### src/rtl/sfp_seq_if.sv
// rtl/sfp_seq_if.sv - control, psum stream, sfp and result signals of one sfp_seq column
interface sfp_seq_if #(
  parameter int bw      = 8,
  parameter int psum_bw = 16,
  parameter int len_bw  = 8
);
  logic                start;
  logic [len_bw-1:0]   cfg_len;
  logic                cfg_relu;
  logic                busy;
  logic [bw-1:0]       din;
  logic                din_valid;
  logic                din_ready;
  logic [bw-1:0]       sfp_in;
  logic                sfp_acc;
  logic                sfp_relu;
  logic                sfp_clr;
  logic [psum_bw-1:0]  sfp_out;
  logic [psum_bw-1:0]  res;
  logic                res_valid;
  logic                res_ready;
  logic [15:0]         stall_cnt;

  modport slave (
    input  start, cfg_len, cfg_relu, din, din_valid, sfp_out, res_ready,
    output busy, din_ready, sfp_in, sfp_acc, sfp_relu, sfp_clr, res, res_valid, stall_cnt
  );

  modport master (
    output start, cfg_len, cfg_relu, din, din_valid, sfp_out, res_ready,
    input  busy, din_ready, sfp_in, sfp_acc, sfp_relu, sfp_clr, res, res_valid, stall_cnt
  );
endinterface

### src/rtl/sfp_seq.sv
// rtl/sfp_seq.sv - producer-side sequencer for the sfp accumulate/ReLU unit
// Optional stall counter: define SFP_SEQ_STALL_CNT_EN.
module sfp_seq #(
  parameter int bw      = 8,
  parameter int psum_bw = 16,
  parameter int len_bw  = 8
) (
  input  logic     clk,
  input  logic     reset,
  sfp_seq_if.slave bus
);
  typedef enum logic [2:0] {IDLE, CLR, ACC, RELU, CAP, OUT} state_t;

  state_t              state_q, state_d;
  logic [len_bw-1:0]   cnt_q, cnt_d;
  logic                relu_q, relu_d;
  logic [psum_bw-1:0]  res_q, res_d;

  logic busy, din_ready, sfp_acc, sfp_relu, sfp_clr, res_valid;

  always_ff @(posedge clk or negedge reset) begin
    if (!reset) begin
      state_q <= IDLE;
      cnt_q   <= '0;
      relu_q  <= 1'b0;
      res_q   <= '0;
    end else begin
      state_q <= state_d;
      cnt_q   <= cnt_d;
      relu_q  <= relu_d;
      res_q   <= res_d;
    end
  end

  always_comb begin
    state_d = state_q;
    cnt_d   = cnt_q;
    relu_d  = relu_q;
    res_d   = res_q;
    unique case (state_q)
      IDLE: begin
        if (bus.start) begin
          cnt_d   = bus.cfg_len;
          relu_d  = bus.cfg_relu;
          state_d = CLR;
        end
      end
      CLR: begin
        if (cnt_q != '0)  state_d = ACC;
        else if (relu_q)  state_d = RELU;
        else              state_d = CAP;
      end
      ACC: begin
        if (bus.din_valid) begin
          cnt_d = cnt_q - len_bw'(1);
          if (cnt_q == len_bw'(1)) state_d = relu_q ? RELU : CAP;
        end
      end
      RELU: state_d = CAP;
      CAP: begin
        // sfp_out already reflects the final acc/relu edge here
        res_d   = bus.sfp_out;
        state_d = OUT;
      end
      OUT: begin
        if (bus.res_ready) state_d = IDLE;
      end
      default: state_d = IDLE;
    endcase
  end

  always_comb begin
    busy      = (state_q != IDLE);
    din_ready = (state_q == ACC);
    sfp_acc   = (state_q == ACC) && bus.din_valid;
    sfp_relu  = (state_q == RELU);
    // the sfp is also held clear for the whole of our own reset
    sfp_clr   = !reset || (state_q == CLR);
    res_valid = (state_q == OUT);
  end

  assign bus.busy      = busy;
  assign bus.din_ready = din_ready;
  assign bus.sfp_in    = bus.din;
  assign bus.sfp_acc   = sfp_acc;
  assign bus.sfp_relu  = sfp_relu;
  assign bus.sfp_clr   = sfp_clr;
  assign bus.res       = res_q;
  assign bus.res_valid = res_valid;

`ifdef SFP_SEQ_STALL_CNT_EN
  logic [15:0] stall_q, stall_d;
  logic        stall_evt;

  always_ff @(posedge clk or negedge reset) begin
    if (!reset) stall_q <= '0;
    else        stall_q <= stall_d;
  end

  always_comb begin
    stall_evt = ((state_q == ACC) && !bus.din_valid) ||
                ((state_q == OUT) && !bus.res_ready);
    stall_d   = stall_q;
    if ((state_q == IDLE) && bus.start)      stall_d = '0;
    else if (stall_evt && (stall_q != 16'hFFFF)) stall_d = stall_q + 16'd1;
  end

  assign bus.stall_cnt = stall_q;
`else
  assign bus.stall_cnt = '0;
`endif
endmodule

### src/flat_wrapper.sv
// flat-port wrapper written by rule: the top's interface ports become plain ports
module sfp_seq_flat 
#(
  parameter int bw      = 8,
  parameter int psum_bw = 16,
  parameter int len_bw  = 8
)
  (clk, reset, bus_start, bus_cfg_len, bus_cfg_relu, bus_din, bus_din_valid, bus_sfp_out, bus_res_ready, bus_busy, bus_din_ready, bus_sfp_in, bus_sfp_acc, bus_sfp_relu, bus_sfp_clr, bus_res, bus_res_valid, bus_stall_cnt);
  sfp_seq_if #(.bw(bw), .psum_bw(psum_bw), .len_bw(len_bw)) bus_i ();
  input  logic clk;
  input  logic reset;
  input wire logic [$bits(bus_i.start)-1:0] bus_start;
  input wire logic [$bits(bus_i.cfg_len)-1:0] bus_cfg_len;
  input wire logic [$bits(bus_i.cfg_relu)-1:0] bus_cfg_relu;
  input wire logic [$bits(bus_i.din)-1:0] bus_din;
  input wire logic [$bits(bus_i.din_valid)-1:0] bus_din_valid;
  input wire logic [$bits(bus_i.sfp_out)-1:0] bus_sfp_out;
  input wire logic [$bits(bus_i.res_ready)-1:0] bus_res_ready;
  output wire logic [$bits(bus_i.busy)-1:0] bus_busy;
  output wire logic [$bits(bus_i.din_ready)-1:0] bus_din_ready;
  output wire logic [$bits(bus_i.sfp_in)-1:0] bus_sfp_in;
  output wire logic [$bits(bus_i.sfp_acc)-1:0] bus_sfp_acc;
  output wire logic [$bits(bus_i.sfp_relu)-1:0] bus_sfp_relu;
  output wire logic [$bits(bus_i.sfp_clr)-1:0] bus_sfp_clr;
  output wire logic [$bits(bus_i.res)-1:0] bus_res;
  output wire logic [$bits(bus_i.res_valid)-1:0] bus_res_valid;
  output wire logic [$bits(bus_i.stall_cnt)-1:0] bus_stall_cnt;
  assign bus_i.start = bus_start;
  assign bus_i.cfg_len = bus_cfg_len;
  assign bus_i.cfg_relu = bus_cfg_relu;
  assign bus_i.din = bus_din;
  assign bus_i.din_valid = bus_din_valid;
  assign bus_i.sfp_out = bus_sfp_out;
  assign bus_i.res_ready = bus_res_ready;
  assign bus_busy = bus_i.busy;
  assign bus_din_ready = bus_i.din_ready;
  assign bus_sfp_in = bus_i.sfp_in;
  assign bus_sfp_acc = bus_i.sfp_acc;
  assign bus_sfp_relu = bus_i.sfp_relu;
  assign bus_sfp_clr = bus_i.sfp_clr;
  assign bus_res = bus_i.res;
  assign bus_res_valid = bus_i.res_valid;
  assign bus_stall_cnt = bus_i.stall_cnt;
  sfp_seq #(.bw(bw), .psum_bw(psum_bw), .len_bw(len_bw)) u_core (.clk(clk), .reset(reset), .bus(bus_i));
endmodule
### config.mk
export PLATFORM = sky130hd
export DESIGN_NAME = sfp_seq_flat
export DESIGN_NICKNAME = d
export VERILOG_FILES = /design/src/rtl/sfp_seq_if.sv /design/src/rtl/sfp_seq.sv /design/src/flat_wrapper.sv
export SDC_FILE = /design/constraint.sdc
export NUM_CORES = 1
export LEC_CHECK = 0
export BUFFER_PORTS_ARGS = -buffer_cell sky130_fd_sc_hd__buf_2
export CAP_MARGIN = 5
export CORE_ASPECT_RATIO = 0.7
export CORE_MARGIN = 2
export CORE_UTILIZATION = 41
export CTS_BUF_LIST = sky130_fd_sc_hd__clkbuf_16
export CTS_CLUSTER_SIZE = 14
export DETAILED_ROUTE_END_ITERATION = 10
export HOLD_SLACK_MARGIN = 0.02
export PLACE_DENSITY = 0.78
export SYNTH_ARGS = -nofsm -noshare
export SYNTH_HDL_FRONTEND = slang
export SYNTH_SLANG_ARGS = --single-unit
### constraint.sdc
create_clock -name clk -period 3.4 [get_ports clk]
set_input_delay 0.51 -clock clk [delete_from_list [all_inputs] [get_ports clk]]
set_output_delay 0.51 -clock clk [all_outputs]
set_load 0.02 [all_outputs]
# Word level (Yosys, flattened, before mapping)
# Cells that the tools add are included.
[classes]
n_addsub = 1
n_eq_ne = 10
mux = 10
n_reduce_logical = 10
[ops]
columns = ["op", "count"]
rows = [
  ["$mux W3", 6],
  ["$pmux W3 S6", 1],
  ["$mux W8", 2],
  ["$pmux W8 S2", 1],
  ["$eq A8 B1 Y1 const B", 1],
  ["$reduce_bool A8 Y1", 1],
  ["$sub A8 B1 Y8 const B", 1],
  ["$eq A3 B2 Y1 const B", 2],
  ["$eq A3 B3 Y1 const B", 2],
  ["$ne A2 B2 Y1 const B", 3],
  ["$reduce_and A4 Y1", 1],
  ["$eq A3 B1 Y1 const B", 1],
  ["$logic_not A3 Y1", 1],
  ["$reduce_and A3 Y1", 1],
  ["$reduce_bool A3 Y1", 1],
  ["$ne A2 B1 Y1 const B", 1],
  ["$reduce_and A2 Y1", 1],
  ["$reduce_bool A2 Y1", 1],
  ["$logic_and A1 B1 Y1", 1],
  ["$logic_not A1 Y1", 1],
  ["$logic_or A1 B1 Y1", 1],
]
[word_totals]
register_bits = 28
inputBits = 38
output_inout_bits = 46
elab_cells = 35

# Longest topological paths before layout
# Gate-level depths: netlist (run 1).
[logic_depth]
depth_word = 4
ltp_mapped = 6

# Worst setup path after synthesis (run 1)
# No wires, ideal clock.
[synth_path]
kind = "register to output"
start = "reg u_core.state_q[1]"
end = "out bus_sfp_acc"
arrival_time_ns = 1.352
required_time_ns = 2.890
slack_ns = 1.538
stages_incl_launch_ff = 5
path_buffers = 1
cell_sequence = "dfrtp_1 > or3b_1 > inv_1 > buf_2 > and2_1"
[synth_via]
elab_chain_cells = 2
[synth_rtl]
columns = ["item", "line_no", "source"]
rows = [
  ["start, declared", "sfp_seq.sv:14", "state_t state_q, state_d;"],
  ["start signal, assigned", "sfp_seq.sv:28", "state_q <= state_d;"],
  ["$eq A3 B2 Y1", "--", ""],
  ["named net bus_din_ready", "flat_wrapper.sv:20", "output wire logic [$bits(bus_i.din_ready)-1:0] bus_din_ready;"],
  ["$logic_and A1 B1 Y1", "sfp_seq.sv:75", "sfp_acc = (state_q == ACC) && bus.din_valid;"],
  ["end, declared", "flat_wrapper.sv:22", "output wire logic [$bits(bus_i.sfp_acc)-1:0] bus_sfp_acc;"],
]
# The timed path passes the listed nets, and every way through them passes these cells.

# Worst setup path in the final report (run 1)
[layout_path]
start = "reg u_core.state_q[1]"
end = "out bus_sfp_acc"
[layout_via]
elab_chain_cells = 2
[layout_rtl]
columns = ["item", "line_no"]
rows = [
  ["$eq A3 B2 Y1", "sfp_seq.sv:75"],
  ["$logic_and A1 B1 Y1", "sfp_seq.sv:75"],
]
# Every way passes these cells.

==> results of run 1 <==
[kinds of logic after synthesis]
kind of cell    share of synthesized area
flops                               0.429
simple gates                        0.147
buf+inv                             0.143
fa+ha+maj                          0.0230
other cells                       0.00230
mux                                 0.123
compound gates                      0.132
[area by class of cell]
cell class | count | area share
Multi-Input combinational cell | 113 | 0.403
Clock inverter | 1 | 0.00200
Inverter | 3 | 0.00601
Tap cell | 52 | 0.0347
Clock buffer | 3 | 0.0401
Timing Repair Buffer | 52 | 0.140
Sequential cell | 28 | 0.374
[report_power, final]
| group | internal, uW | total [uW] | switching [uW] |
|---|---|---|---|
| combinational | 333 | 792 | 460 |
| clock | 157 | 261 | 103 |
| sequential | 497 | 641 | 144 |
| total | 987 | 1690 | 707 |
[state kept, by name (all words and copies together) (netlist names)]
| register | count |
|---|---|
| u_core.relu_q | 1 |
| u_core.cnt_q | 8 |
| u_core.bus.res | 16 |
| u_core.state_q | 3 |
[worst max-delay path, cell delays in order (launching register included)]
cell,delay [ns]
sky130_fd_sc_hd__dfrtp_1,0.59
sky130_fd_sc_hd__or3b_1,0.57
sky130_fd_sc_hd__inv_1,0.35
sky130_fd_sc_hd__and2_1,0.17
sky130_fd_sc_hd__buf_2,0.15
[path summary, 6_finish.rpt]
check	from	end	cells after the start
max in group asynchronous	reset	u_core.bus.res[11]	1
min in group clk	bus_sfp_out[14]	u_core.bus.res[14]	2
max reg2reg	u_core.state_q[1]	u_core.cnt_q[5]	5
max	u_core.state_q[1]	bus_sfp_acc	4
min reg2reg	u_core.bus.res[13]	u_core.bus.res[13]	1
min	reset	u_core.bus.res[8]	1
[stage by stage]
step	setup slack, ns	power (uW)	cell area, um^2	hold slack [ns]
after floorplan	1.54	1250	1690	0.214
after global placement	1.15	1420	1790	0.484
after detailed placement	1.10	1440	1790	0.490
after CTS	0.812	1710	1870	0.291
after global routing	0.654	1840	1870	0.319
final	0.801	1690	1870	0.270
[layer usage]
layer  vias up  track usage  wire [um]
li1        606            -          -
met1       585        0.223       1510
met2        43        0.210       1450
met3         4       0.0370        204
met4         0       0.0296         18
met5         -            0          0
[cell usage in the layout (no fill, tap or decap), types with 2 or more instances in the layout]
master | synthesis | layout
sky130_fd_sc_hd__buf_2 | 3 | 51
sky130_fd_sc_hd__dfrtp_1 | 28 | 28
sky130_fd_sc_hd__mux2_2 | 17 | 17
sky130_fd_sc_hd__conb_1 | 1 | 16
sky130_fd_sc_hd__o21ai_0 | 11 | 11
sky130_fd_sc_hd__a21oi_1 | 9 | 9
sky130_fd_sc_hd__nor2_1 | 7 | 7
sky130_fd_sc_hd__nand2_1 | 6 | 6
sky130_fd_sc_hd__nand2b_1 | 5 | 5
sky130_fd_sc_hd__nor3_1 | 5 | 5
sky130_fd_sc_hd__inv_1 | 3 | 3
sky130_fd_sc_hd__or3_1 | 3 | 3
sky130_fd_sc_hd__a21o_1 | 3 | 3
sky130_fd_sc_hd__ha_1 | 3 | 3
sky130_fd_sc_hd__clkbuf_16 | 0 | 3
sky130_fd_sc_hd__nor2b_1 | 2 | 2
sky130_fd_sc_hd__and2_1 | 2 | 2
sky130_fd_sc_hd__nand3b_1 | 2 | 2
sky130_fd_sc_hd__a211oi_1 | 2 | 2
sky130_fd_sc_hd__o22ai_1 | 2 | 2
sky130_fd_sc_hd__o32ai_1 | 2 | 2
==> results.txt, run 1 <==
* Top cells by count, synth: sky130_fd_sc_hd__dfrtp_1 (28), sky130_fd_sc_hd__buf_4 (25), sky130_fd_sc_hd__mux2_2 (17)
- Number of pins with negative max-slew slack in the final report: 0
* Count of flip-flops with a built-in enable after synthesis: 0
* Worst endpoint data arrival time: 2.09 ns
- After detailed placement, the design holds a cell count of 248.
- Die ar.: 4510 um^2
- Upper clock frequency limit: 385 MHz
* Crit end category: primary output
* Initial core utilization: 0.421
- Fraction of layout instances using a drive strength above 1: 0.375
* Cell Pwr Density: 905 nW/um^2
- The number of antenna diodes in the final layout is 0.
- Average instance area after synthesis: 10.2 um^2
* Multi-input combinational cell area: 754 um^2
- Startpoint class of the critical path: flop
- P_leak: 0.000898 uW
- The tree built by TritonCTS fans out to 28 sinks.
- Worst vdd rail ir drop: 454 uV
- Hold repair after CTS inserted 0 buffers.
* Remaining DRCs: 0
- Input and output buffers added on the ports amount to 51.
- After synthesis the cells add up to 1630 um^2.
- Dominant cell type by area after synthesis: sky130_fd_sc_hd__dfrtp_1
* Core area: 3870 um^2
- For the finished layout, the period the worst path requires is 2.60 ns.
- Total number of vias: 1238
- After the last flow step, the layout net total stands at 242.
* Global-route wire length before repair: 5.20 mm
* Seq cells post-synth: 28
- Height of the die: 56.8 um
- DP HPWL: 2.37 mm
- Later-pin clock latency in the skew report: 0.26 ns
* Worst hold path class: in2async
- The most used flip-flop cell after synthesis is sky130_fd_sc_hd__dfrtp_1.
* Clock transition at the registers of the reported paths: 0.06 ns
- The most common cell in the synthesized netlist is sky130_fd_sc_hd__dfrtp_1.
- The total overflow left after global routing is 0.
- Measured slew at the worst slew-check pin: 0.637 ns
* Relative slew margins: 0.575
- Sequential element share of the synthesized area: 0.429
* Clock tree skew after final layout: 0.00252 ns
- Antenna violations before repair: 0
* Mapped Cells: 160
- The count of nets left with antenna violations once routing finished came out at 0.
* Placer congestion estimate: 0.872
* Largest net degree at the start of global routing: 30
- Die Span X: 79.4 um
* Global routing usage summed across all routing layers: 0.147
* Start-to-end type of the worst setup path: reg2out
- Final count of negative-setup-slack endpoints: 0
* Routed vias/inst: 4.91
* Number of resized instances in the post-cts repair step: 0
- The tool flagged a number of max-cap violations equal to 0.
- In this run the register-to-register setup slack is 1.31 ns.
* First-pass detailed-route iteration total: 4
- Setup repair after global routing missed its margin: false
- Clock tree synthesis selected as its root buffer the cell sky130_fd_sc_hd__clkbuf_16.
* Area growth, synth to finish: 14.7%
- Maximum clock insertion buffer count: 2
* Outcome: completed
- CP max FO: 14
- Post-CTS Setup Repair Bufs: 0
- TritonCTS built the clock tree.
* Hold violation total from the final report: 0
* Data required time of the worst path: 2.89 ns
- Yosys mapped the design onto 40 distinct sky130hd cell types.
* Htree depth: 1
- Vias in the first global route: 1086
* Number of warning messages in the yosys log: 0
* # IOs: 84
* Post-route setup TNS: 0 ns
* Number of buffers created by CTS: 3
- Top cells by area in the synthesized netlist: sky130_fd_sc_hd__dfrtp_1 (43%), sky130_fd_sc_hd__mux2_2 (12%), sky130_fd_sc_hd__buf_4 (11%)
- After detailed routing, the total wire length is 3.18 mm.
- Cell Count, Final, Fillers Out: 252
- In this run the core area contains 19 standard-cell rows.
- Yosys top cell area share: 0.429
- The sequential cells in the finished layout cover a total of 701 um^2.
* WL/cell: 12.6 um
* Async set or reset register ratio after synthesis: 1.00
* Part of the cycle the worst path needs: 0.764
- Final-layout fill cell count: 386
* Initial DRC Count: 85
- At the end of the flow the core is filled with cells to 0.483.
Note: power is estimated with default switching activity, not from simulation.
==> run 2: changes to the inputs <==
--- a/config.mk
+++ b/config.mk
@@ -14,7 +14,7 @@
 export CTS_CLUSTER_SIZE = 14
 export DETAILED_ROUTE_END_ITERATION = 10
 export HOLD_SLACK_MARGIN = 0.02
-export PLACE_DENSITY = 0.78
+export PLACE_DENSITY = 0.81
 export SYNTH_ARGS = -nofsm -noshare
 export SYNTH_HDL_FRONTEND = slang
 export SYNTH_SLANG_ARGS = --single-unit
==> constraint.sdc (replaced) <==
create_clock -name clk -period 2.1 [get_ports clk]
set_input_delay 0.315 -clock clk [delete_from_list [all_inputs] [get_ports clk]]
set_output_delay 0.315 -clock clk [all_outputs]
set_load 0.02 [all_outputs]
==> results.txt, run 2 (synthesis gave the netlist of run 1 again) <==
- Outcome: completed
- Clock transition at the registers of the reported paths: 0.06 ns (about the same)
* Remaining DRCs: 0 (unchanged)
* Detailed Route WL: 3.20 mm (+0.44%)
- Clock power share: 0.151 (-0.003)
- In this run the critical register-to-register path is captured at u_core.cnt_q[5].
- Post-route antenna net violation count: 0 (unchanged)
- Fraction of layout instances using a drive strength above 1: 0.392 (+0.0172)
- The mean number of vias per cell is 4.93 (+0.43%).
- The standard-cell row count is 19 (unchanged).
* Critical R2R Launch: u_core.cnt_q[0]
- Pre-CTS setup slack: 0.431 ns (-0.666 ns)
- The worst setup path is of the reg2out kind.
- Crit end category: primary output
* Worst hold path class: in2async
- Slack of the worst reg-to-reg path: 0.42 ns (-0.89 ns)
- The cell sitting at the root of the clock tree is a sky130_fd_sc_hd__clkbuf_16.
- The required time reported for the critical path endpoint is 1.78 ns (-1.11 ns).
* Hold violation total from the final report: 0 (unchanged)
- Number of pins with negative max-slew slack in the final report: 0 (unchanged)
- The cell count of the worst reg-to-reg path was 3 (-2).
- Number of flip-flops in the largest register: 16 (unchanged)
* Power share of the sequential group: 0.350 (-0.028)
- The combinational share of power was 0.499 (+0.031).
- CP max FO: 14 (unchanged)
* Die Span X: 79.4 um (unchanged)
* Global routing usage summed across all routing layers: 0.144 (-0.00293)
* Most used cells in the layout excluding fill and tap cells: sky130_fd_sc_hd__buf_2 (51), sky130_fd_sc_hd__dfrtp_1 (28), sky130_fd_sc_hd__mux2_2 (17)
* Height of the die: 56.8 um (unchanged)
- Antenna diode instance count: 0 (unchanged)
- Global-route wire length before repair: 5.13 mm (-1.3%)
* Worst endpoint data arrival time: 1.62 ns (-0.47 ns)
- DP HPWL: 2.44 mm (+2.9%)
- Area growth, synth to finish: 16.8%
- The top-level I/O count is 84 (unchanged).
- Htree depth: 1 (unchanged)
- Non-Filler Cell Area, Final: 1910 um^2 (+1.8%)
* Antenna violations before repair: 0 (unchanged)
- Number of resized instances in the post-cts repair step: 0 (unchanged)
- Post-route setup TNS: 0 ns (unchanged)
* Worst vdd rail ir drop: 616 uV (+36%)
- The largest buffer count on any clock path is 2 (unchanged).
* Clock net sink count: 28 (unchanged)
- The initial DRC count is 74 (-13%).
- The initial core utilization is 0.421 (unchanged).
- The cell leakage power came to 0.000921 uW (+2.6%).
- Placer congestion estimate: 0.868 (-0.44%)
- Die ar.: 4510 um^2 (unchanged)
- TritonCTS clock tree: done
- Part of the cycle the worst path needs: 0.923
- Core area: 3870 um^2 (unchanged)
* Smallest setup slack after layout: 0.162 ns (-0.639 ns)
- The final setup violation count is 0 (unchanged).
- Internal Pwr Total: 1640 uW (+66%)
* Total number of vias: 1263 (+2.0%)
* Clock tree skew after final layout: 0.00363 ns (+0.00111 ns)
- Largest net degree at the start of global routing: 29 (-3.3%)
- Post-CTS Setup Repair Bufs: 0 (unchanged)
- Vias in the first global route: 1131 (+4.1%)
* Later-pin clock latency in the skew report: 0.26 ns (about the same)
* Number of buffers created by CTS: 3 (unchanged)
* Net Sw Frac: 0.411 (-0.00685)
- The library cell used most frequently in the layout, excluding fill and tap cells, is sky130_fd_sc_hd__buf_2.
- Upper clock frequency limit: 516 MHz
* Startpoint class of the critical path: flop
- First-pass detailed-route iteration total: 4 (unchanged)
- WL/cell: 12.5 um (-1.1%)
- The post-layout total power was 2780 uW (+64%).
- The routed design could run at a clock period as short as 1.94 ns.
* Final core occ: 0.492 (+0.00872)
- The post-placement cell area is 1830 um^2 (+2.1%).
* Total net switching power: 1140 uW (+61%)
- Setup repair after global routing missed its margin: false
* Cts-stage hold buffer count: 0 (unchanged)
* Final #Nets: 247 (+2.1%)
- IO buf count: 51 (unchanged)
* Cell Pwr Density: 1460 nW/um^2 (+61%)
* Max-capacitance violation count: 0 (unchanged)
* Final global-route overflow total: 0 (unchanged)
run 2: changes by cell type in the layout (fill, tap and decap cells not counted):
cell,previous run,this run
sky130_fd_sc_hd__buf_4,1,6
sky130_fd_sc_hd__clkinv_1,1,0
run 2: area by class of cell:
| cell class | count | area, um^2 |
|---|---|---|
| Clock buffer | 3 | 75.1 |
| Fill cell | 366 | 1970 |
| Inverter | 3 | 11.3 |
| Multi-Input combinational cell | 113 | 754 |
| Sequential cell | 28 | 701 |
| Tap cell | 52 | 65.1 |
| Timing Repair Buffer | 57 | 300 |
run 2: how the worst max path moves through the flow:
stage	startpoint	to	slack, ns	cells after the start
4_1_cts	u_core.state_q[0]	bus_sfp_acc	0.14	4
3_3_place_gp	u_core.state_q[0]	bus_sfp_acc	0.44	4
5_1_grt	u_core.state_q[1]	bus_sfp_acc	0.06	4
6_report	u_core.state_q[0]	bus_sfp_acc	0.16	4
3_5_place_dp	u_core.state_q[0]	bus_sfp_acc	0.43	4
2_1_floorplan	u_core.state_q[1]	bus_sfp_acc	0.43	4
run 2: stage by stage:
step / hold slack (ns) / std cells
4_1_cts: 0.122 / 256
3_5_place_dp: 0.398 / 253
2_1_floorplan: 0.0194 / 175
5_1_grt: 0.140 / 256
6_report: 0.107 / 256
3_3_place_gp: 0.402 / 253
run 2: power by group through the flow:
stage          clock [uW]  combinational [uW]  sequential [uW]
2_1_floorplan           0                 860             1160
3_3_place_gp            0                1370              971
3_5_place_dp            0                1390              979
4_1_cts               440                1390              972
5_1_grt               459                1520             1010
6_report              419                1390              972
run 2: critical path, cell delays in order, from the launching register on:
cell,delay [ns]
sky130_fd_sc_hd__dfrtp_1,0.37
sky130_fd_sc_hd__or3b_1,0.39
sky130_fd_sc_hd__inv_1,0.28
sky130_fd_sc_hd__and2_1,0.18
sky130_fd_sc_hd__buf_2,0.15
run 2: per-layer routing:
metal  track usage  vias up  share of wire
li1              -      616              -
met3        0.0450        2          0.084
met1         0.194      593           0.46
met2         0.228       52           0.45
met4        0.0296        0         0.0069
met5             0        -              0
==> run 3: changes to the inputs <==
--- a/config.mk
+++ b/config.mk
@@ -5,7 +5,7 @@
 export SDC_FILE = /design/constraint.sdc
 export NUM_CORES = 1
 export LEC_CHECK = 0
-export BUFFER_PORTS_ARGS = -buffer_cell sky130_fd_sc_hd__buf_2
+export BUFFER_PORTS_ARGS = -buffer_cell sky130_fd_sc_hd__clkbuf_2
 export CAP_MARGIN = 5
 export CORE_ASPECT_RATIO = 0.7
 export CORE_MARGIN = 2
@@ -15,6 +15,7 @@
 export DETAILED_ROUTE_END_ITERATION = 10
 export HOLD_SLACK_MARGIN = 0.02
 export PLACE_DENSITY = 0.81
+export SETUP_SLACK_MARGIN = 0.3
 export SYNTH_ARGS = -nofsm -noshare
 export SYNTH_HDL_FRONTEND = slang
 export SYNTH_SLANG_ARGS = --single-unit
==> results.txt, run 3 (synthesis gave the netlist of run 1 again) <==
- The max-slew violation count was 0 (unchanged).
- The setup TNS after final layout came to 0 ns (unchanged).
* Area growth, synth to finish: 18.7%
- The initial DRC count was 102 (+38%).
- Worst endpoint data arrival time: 1.44 ns (-0.18 ns)
- Worst vdd rail ir drop: 657 uV (+6.6%)
* Clock net sink count: 28 (unchanged)
- The critical path is of the reg2out type.
- The number of port buffers was 51 (unchanged).
- Setup repair after global routing missed its margin: true
- CP max FO: 14 (unchanged)
* First-pass detailed-route iteration total: 4 (unchanged)
* Fraction of layout instances using a drive strength above 1: 0.406 (+0.0136)
* Number of buffers created by CTS: 3 (unchanged)
* P_leak: 0.000939 uW (+1.9%)
- The die height was 56.8 um (unchanged).
- The mean number of vias per cell was 4.86 (-1.4%).
* Die Span X: 79.4 um (unchanged)
- DP HPWL: 2.48 mm (+1.8%)
- The routability-driven placement congestion ratio was 0.858 (-1.1%).
- Routed signal wires occupy layers up through met4.
* Final count of negative-setup-slack endpoints: 0 (unchanged)
* Hold violation total from the final report: 0 (unchanged)
* Vias in the first global route: 1246 (+10%)
* Library cell contributing the largest single delay on the critical path: sky130_fd_sc_hd__or3b_4
- The latest clock arrival within the worst-skew pair came to 0.26 ns (about the same).
- Part of the cycle the worst path needs: 0.835 (-0.0882)
- Total power draw: 2860 uW (+3.0%)
* Clock tree skew after final layout: 0.00522 ns (+0.00159 ns)
- The time the final worst path needs with I/O delays and setup was 1.75 ns (-0.185 ns).
- STA classifies the critical path startpoint as a flop.
* Final #Nets: 249 (+0.81%)
- Met2 wire length: 1.49 mm (+4.5%)
- The post-route met1 wirelength was 1.51 mm (+2.2%).
- Upper clock frequency limit: 570 MHz (+11%)
* Antenna diode instance count: 0 (unchanged)
- Data required time of the worst path: 1.78 ns (about the same)
- Global-route wire length before repair: 5.58 mm (+8.8%)
* Worst-path cell chain: or3b_4 > inv_8 > and2_1 > buf_4
- The placeable core area came to 3870 um^2 (unchanged).
* Longest individual stage delay on the worst path: 0.43 ns (+0.04 ns)
* Cell Pwr Density: 1480 nW/um^2 (+1.3%)
- Global routing usage summed across all routing layers: 0.156 (+0.0121)
- The worst setup path is captured at a primary output.
- The DRC violation count after routing is 0 (unchanged).
* Htree depth: 1 (unchanged)
- Maximum clock insertion buffer count: 2 (unchanged)
* Total number of vias: 1260 (-0.24%)
* # IOs: 84 (unchanged)
* Clock transition at the registers of the reported paths: 0.07 ns (about the same)
* Detailed Route WL: 3.27 mm (+2.1%)
- Most used cells in the layout excluding fill and tap cells: sky130_fd_sc_hd__clkbuf_2 (50), sky130_fd_sc_hd__dfrtp_1 (28), sky130_fd_sc_hd__mux2_2 (17)
* Final global-route overflow total: 0 (unchanged)
- The remaining antenna violation count after routing came to 0 (unchanged).
- The library cell used most frequently in the layout, excluding fill and tap cells, is sky130_fd_sc_hd__clkbuf_2.
- The average wire length per cell after detail routing is 12.6 um (+0.94%).
- The pin count of the biggest net entering global routing is 29 (unchanged).
- The max-cap violation count was 0 (unchanged).
- The total length of routed met3 wires came to 234 um (-13%).
- The flow ran to the end, and the final reports show no timing, DRC or antenna violations.
- The worst hold path belongs to the class in2async.
* Number of flip-flops in the largest register: 16 (unchanged)
- The initial core utilization is 0.421 (unchanged).
* Die ar.: 4510 um^2 (unchanged)
- Num rows: 19 (unchanged)
- The cell sitting at the root of the clock tree is a sky130_fd_sc_hd__clkbuf_16.
- Antenna violations before repair: 0 (unchanged)
- TritonCTS built the clock tree.
## run 3: cell count changes in the layout (fill, tap and decap cells not counted), sizes merged
cell    before  now
clkinv       0    1
buf         57    9
clkbuf       3   53
## run 3: power by group
group          switching [uW]  total, uW  internal [uW]
clock                     175        430            255
combinational             827       1440            615
sequential                182        988            806
total                    1180       2860           1680
## run 3: critical path: cells and delay by family (launching register included)
family,cells,cell delay (ns)
buffers and inverters,2,0.23
flip-flops,1,0.39
AND/OR/NAND/NOR,2,0.55
## run 3: path summary, 6_finish.rpt
path	start	to	slack, ns	cells past startpoint
hold / removal	reset	u_core.cnt_q[2]	0.11	2
max in group asynchronous	reset	u_core.bus.res[12]	1.72	2
hold reg to reg	u_core.bus.res[6]	u_core.bus.res[6]	0.51	1
setup reg to reg	u_core.cnt_q[0]	u_core.cnt_q[5]	0.41	3
setup / recovery	u_core.state_q[1]	bus_sfp_acc	0.35	4
min in group clk	bus_sfp_out[13]	u_core.bus.res[13]	0.28	2
## run 3: metrics by stage
step | area [um^2] | hold slack [ns] | instances | util | setup slack, ns
CTS | 1930 | 0.126 | 259 | 0.498 | 0.302
global route | 1940 | 0.144 | 259 | 0.500 | 0.295
finish | 1940 | 0.110 | 259 | 0.500 | 0.347
global placement | 1840 | 0.410 | 254 | 0.475 | 0.439
detailed placement | 1840 | 0.403 | 254 | 0.475 | 0.405
floorplan | 1690 | 0.0194 | 175 | - | 0.433
## run 3: final cells by class
class                           instances  area [um^2]
Timing Repair Buffer                   59          318
Sequential cell                        28          701
Clock buffer                            3         75.1
Inverter                                3         18.8
Fill cell                             379         1940
Multi-Input combinational cell        113          757
Clock inverter                          1         3.75
Tap cell                               52         65.1
## run 3: metal layers
metal,vias to the layer above,GRT usage
li1,621,-
met1,589,0.208
met2,46,0.247
met3,4,0.0498
met4,0,0.0369
met5,-,0
## run 3: repair_timing
item	4_1_cts	5_1_grt
pin swaps	0	1
gates resized for setup	3	5
buffers inserted	1	0
endpoints found under the setup margin	2	2
hold buffers	0	0
